**src/rtl/asymmetric_fifo_sc.sv**
```systemverilog
// Single-clock FIFO with independent write/read widths over a narrow-word RAM.
// Wide words are packed little-endian: the first narrow word sits in the low slice.
module asymmetric_fifo_sc #(
    parameter int unsigned WIDTHA = 8,
    parameter int unsigned WIDTHB = 32,
    parameter int unsigned DEPTH  = 16
) (
    input  logic                   clk_i,
    input  logic                   rst_i,
    input  logic                   we_i,
    input  logic [WIDTHA-1:0]      di_i,
    output logic                   full_o,
    input  logic                   re_i,
    output logic [WIDTHB-1:0]      do_o,
    output logic                   valid_o,
    output logic                   empty_o,
    output logic [$clog2(DEPTH):0] count_o,
    output logic                   overflow_o,
    output logic                   underflow_o
);
    localparam int unsigned MINW = (WIDTHA < WIDTHB) ? WIDTHA : WIDTHB;
    localparam int unsigned WU   = WIDTHA / MINW;
    localparam int unsigned RU   = WIDTHB / MINW;
    localparam int unsigned AW   = $clog2(DEPTH);
    localparam int unsigned CW   = AW + 1;

    logic [MINW-1:0]   mem_q [DEPTH];
    logic [AW-1:0]     wptr_q, wptr_d;
    logic [AW-1:0]     rptr_q, rptr_d;
    logic [CW-1:0]     count_q, count_d;
    logic [WIDTHB-1:0] do_q, do_d;
    logic              valid_q, valid_d;
    logic              ovf_q, ovf_d;
    logic              udf_q, udf_d;
    logic              full_c, empty_c, wa_c, ra_c;
    logic [WIDTHB-1:0] rdata_c;

    // Flow-control flags depend only on the registered occupancy.
    always_comb begin
        full_c  = (CW'(DEPTH) - count_q) < CW'(WU);
        empty_c = count_q < CW'(RU);
        wa_c    = we_i & ~full_c;
        ra_c    = re_i & ~empty_c;
    end

    always_comb begin
        rdata_c = '0;
        for (int unsigned k = 0; k < RU; k++) begin
            rdata_c[k*MINW +: MINW] = mem_q[rptr_q + AW'(k)];
        end
    end

    always_comb begin
        wptr_d  = wptr_q;
        rptr_d  = rptr_q;
        do_d    = do_q;
        valid_d = 1'b0;
        ovf_d   = ovf_q | (we_i & full_c);
        udf_d   = udf_q | (re_i & empty_c);
        if (wa_c) begin
            wptr_d = wptr_q + AW'(WU);
        end
        if (ra_c) begin
            rptr_d  = rptr_q + AW'(RU);
            do_d    = rdata_c;
            valid_d = 1'b1;
        end
        count_d = count_q + (wa_c ? CW'(WU) : CW'(0)) - (ra_c ? CW'(RU) : CW'(0));
    end

    always_ff @(posedge clk_i) begin
        if (rst_i) begin
            wptr_q  <= '0;
            rptr_q  <= '0;
            count_q <= '0;
            do_q    <= '0;
            valid_q <= 1'b0;
            ovf_q   <= 1'b0;
            udf_q   <= 1'b0;
        end else begin
            wptr_q  <= wptr_d;
            rptr_q  <= rptr_d;
            count_q <= count_d;
            do_q    <= do_d;
            valid_q <= valid_d;
            ovf_q   <= ovf_d;
            udf_q   <= udf_d;
        end
    end

    // Storage is not reset; contents are meaningless until written.
    always_ff @(posedge clk_i) begin
        if (wa_c && !rst_i) begin
            for (int unsigned k = 0; k < WU; k++) begin
                mem_q[wptr_q + AW'(k)] <= di_i[k*MINW +: MINW];
            end
        end
    end

    assign full_o      = full_c;
    assign empty_o     = empty_c;
    assign count_o     = count_q;
    assign do_o        = do_q;
    assign valid_o     = valid_q;
    assign overflow_o  = ovf_q;
    assign underflow_o = udf_q;

endmodule

```
**config.mk**
```make
export PLATFORM = sky130hd
export DESIGN_NAME = asymmetric_fifo_sc
export DESIGN_NICKNAME = d
export VERILOG_FILES = /design/src/rtl/asymmetric_fifo_sc.sv
export SDC_FILE = /design/constraint.sdc
export NUM_CORES = 1
export LEC_CHECK = 0
export CORE_ASPECT_RATIO = 1.75
export CORE_UTILIZATION = 40
export DETAILED_ROUTE_END_ITERATION = 16
export GPL_TIMING_DRIVEN = 0
export SLEW_MARGIN = 20
export SYNTH_ARGS = -nofsm -noshare
export SYNTH_HDL_FRONTEND = slang
export SYNTH_SLANG_ARGS = --single-unit
```
**constraint.sdc**
```tcl
create_clock -name clk_i -period 5.5 [get_ports clk_i]
set_input_delay 0.55 -clock clk_i [delete_from_list [all_inputs] [get_ports clk_i]]
set_output_delay 0.55 -clock clk_i [all_outputs]
set_load 0.005 [all_outputs]
```
==> reports/qor.txt <==
================================================================================
Number of buffers created by CTS                                              17
Fraction of final layout cells with drive strength greater than 1          0.207
Power Dens Cells                                                     434 nW/um^2
Diode insertion count for antenna repair                                       0
Data arrival, critical path                                              2.80 ns
Sum of routed wire segments on met1                                      5250 um
Core area                                                             16400 um^2
Share of synthesized registers carrying an async set or reset                  0
Clk buf depth                                                                  2
Pin count of the biggest net entering global routing                          17
Final Hold Violating Endpoints                                                 0
Transition at the pin with the smallest max-transition slack            0.832 ns
Count of input and output buffers                                             53
End of the worst register-to-register path                            count_o[4]
Gate Count Post-Synth                                                        422
GR Overflow Total                                                              0
Number of flip-flops and latches in the synthesized netlist                  174
Vias post-DR                                                                3671
Clk pin slew, worst setup/hold paths                                     0.07 ns
Worst min-delay path class                                          register to register
Starting DRT DRC Count                                                       207
NumNets Final                                                                524
IR drop worst, VDD                                                        204 uV
Worst Setup Path Type                                               register to output port
Final HPWL from detailed placement                                       9230 um
Buffer cell driving the clock tree root                                clkbuf_16
Required @ worst endpoint                                                4.95 ns
Worst Reg-to-Reg Cells                                                        13
Most numerous cell in the Yosys netlist                                 edfxtp_1
Static Leak                                                              2.68 nW
Number of enable-type register cells in the synthesized netlist              128
Number of vias per cell                                                     4.99
Min Clock Period, post-route                                             3.35 ns
Number of pins exceeding their max-slew limit in the final report              0
Setup TNS Final                                                             0 ns
Die area                                                              17300 um^2
Mapped cell area                                                       6690 um^2
Skew final                                                             0.0103 ns
Prevailing post-synth register cell                                     edfxtp_1
Cell Rows                                                                     62
Hold Path Cell Cnt                                                             2
Avg Inst Size Synth                                                    15.8 um^2
All-layer global routing usage                                             0.171
Final antenna-violating net count                                              0
Outcome                                                                completed
Critical Path Sink Type                                              output port
Warning count from the yosys run                                               0
Number of endpoints failing setup at the final stage                           0
Power, Total                                                             3.55 mW
Slew headroom                                                              0.442
Endpoint of the worst hold-timing path                                  do_o[15]
Die height                                                                173 um
Wire length on met3                                                       589 um
Worst-skew pair later-pin latency                                        0.42 ns
Total nets after synthesis                                                   448
Number of distinct library cells after synthesis                              38
IO Pins                                                                       54
Layout Area Growth over Synthesis                                          22.4%
Share of Yosys cell area claimed by the top area cell type                 0.575
Die width                                                                99.7 um
Number of max-capacitance violations reported                                  0
Sequential-to-total area share from yosys stat                             0.712
First-pass GRT wire length                                              21400 um
Via count of the first global-routing pass                                  3919
Wire per inst                                                            18.2 um
Number of clock sinks                                                        174
Maximum fanout count along the critical path                                  10
First-pass iteration count of the detailed router                              4
Final weighted congestion of routability-driven global placement           0.758
Crit share post-route                                                      0.609
Detailed-routed wire length on met2                                      7330 um
Largest area contributor in the synthesized netlist                     edfxtp_1
Post-Route Utilization                                                     0.500
Initial core utilization                                                   0.409
Kind of start point of the critical path                                register
Top layer in use                                                            met4
Setup repair after global routing missed its margin                        false
Register-to-register setup slack                                         2.72 ns
Remaining design rule violation count                                          0
TritonCTS clock tree                                                       built
RR Startpoint                                                         count_o[4]
Count of hold-fix buffers inserted at cts                                      0
Commonest cells in the netlist                                      128 x edfxtp_1, 69 x nand2_1, 46 x dfxtp_1
# Post-CTS Setup Buffers                                                       0
Origin of the worst min-delay path                                      do_o[15]
Max Fclk                                                                 299 MHz
Initial antenna violation count                                                0
Total of cells resized after clock tree synthesis                              0
Wire length reported by the detailed router                             13400 um
Most area-consuming cells after synthesis                           edfxtp_1 57%, dfxtp_1 14%, mux4_2 11%, nand2_1 3.9%, a21oi_1 2.7%
CTS H-Tree Depth                                                               4
================================================================================
-- kinds of logic after synthesis --
logic type,Yosys count,synth area share
DFF,174,0.712
and+or+nand+nor,114,0.0748
AOI/OAI and AO/OA,44,0.0370
muxes,36,0.115
buffers and inverters,35,0.0281
adders and majority gates,14,0.0262
xor gates and xnor gates,5,0.00655
-- critical path, cell delays in order (launching register included) --
cell	delay, ns
dfxtp_1	0.44
inv_1	0.11
ha_1	0.23
and2b_4	0.17
o31ai_2	0.38
and2_1	0.22
buf_6	0.16
buf_12	0.14
clkdlybuf4s50_1	0.52
-- cell type report --
cell class | instances | area [um^2]
fill | 1403 | 8180
sequential | 174 | 4760
multi-input combinational | 213 | 1820
timing repair buffer | 57 | 558
clock buffer | 22 | 507
tap | 224 | 280
buffer | 24 | 146
clock inverter | 10 | 71.3
inverter | 11 | 41.3
-- power by group --
part | total, mW | switching (mW) | internal [mW] | leakage [nW]
Sequential | 1.55 | 0.0516 | 1.50 | 1.53
Clock | 1.16 | 0.498 | 0.662 | 0.293
Combinational | 0.841 | 0.405 | 0.436 | 0.859
-- per-layer routing --
layer	up-vias	track usage
li1	1713	-
met1	1847	0.194
met2	92	0.307
met3	19	0.0416
met4	0	0.0613
met5	-	0
-- per-stage QoR --
step / hold slack (ns) / worst slack [ns] / cell area [um^2] / instances
6_report: 0.455 / 2.15 / 8180 / 735
5_1_grt: 0.485 / 1.99 / 8180 / 735
3_5_place_dp: 0.449 / 2.49 / 7610 / 703
3_3_place_gp: 0.446 / 2.03 / 7500 / 699
4_1_cts: 0.458 / 2.11 / 8180 / 735
2_1_floorplan: 0.453 / 3.00 / 6690 / 422
-- worst max-delay path by stage --
stage	from	end	depth (start not counted)
floorplan	count_o[1]	mem_q[0][0]	7
global placement	we_i	mem_q[0][2]	5
detailed placement	re_i	count_o[4]	11
CTS	count_o[1]	full_o	8
global route	count_o[1]	full_o	8
finish	count_o[1]	full_o	8
-- cells in the final DEF (no fill, tap or decap), drive strengths merged, types with 2 or more instances in the layout --
master	synthesis	layout
inv	11	17
ha	14	14
nor4	4	4
xor2	2	2
clkdlybuf4s50	0	53
a211oi	2	2
edfxtp	128	128
and2	2	2
mux2	3	3
a21oi	37	37
xnor2	3	3
nor2b	4	4
buf	18	22
nand2	69	69
nor2	14	14
nor3	12	12
clkbuf	6	28
nand2b	4	4
dfxtp	46	46
clkinv	0	4
mux4	32	32
-- flip-flops by register name (all words and copies together), names as in the netlist --
name and flops:
count_o 5, wptr_q 4, valid_o 1, rptr_q 2, do_o 32, overflow_o 1
underflow_o 1, mem_q 128
(Power assumes the default switching activity.)
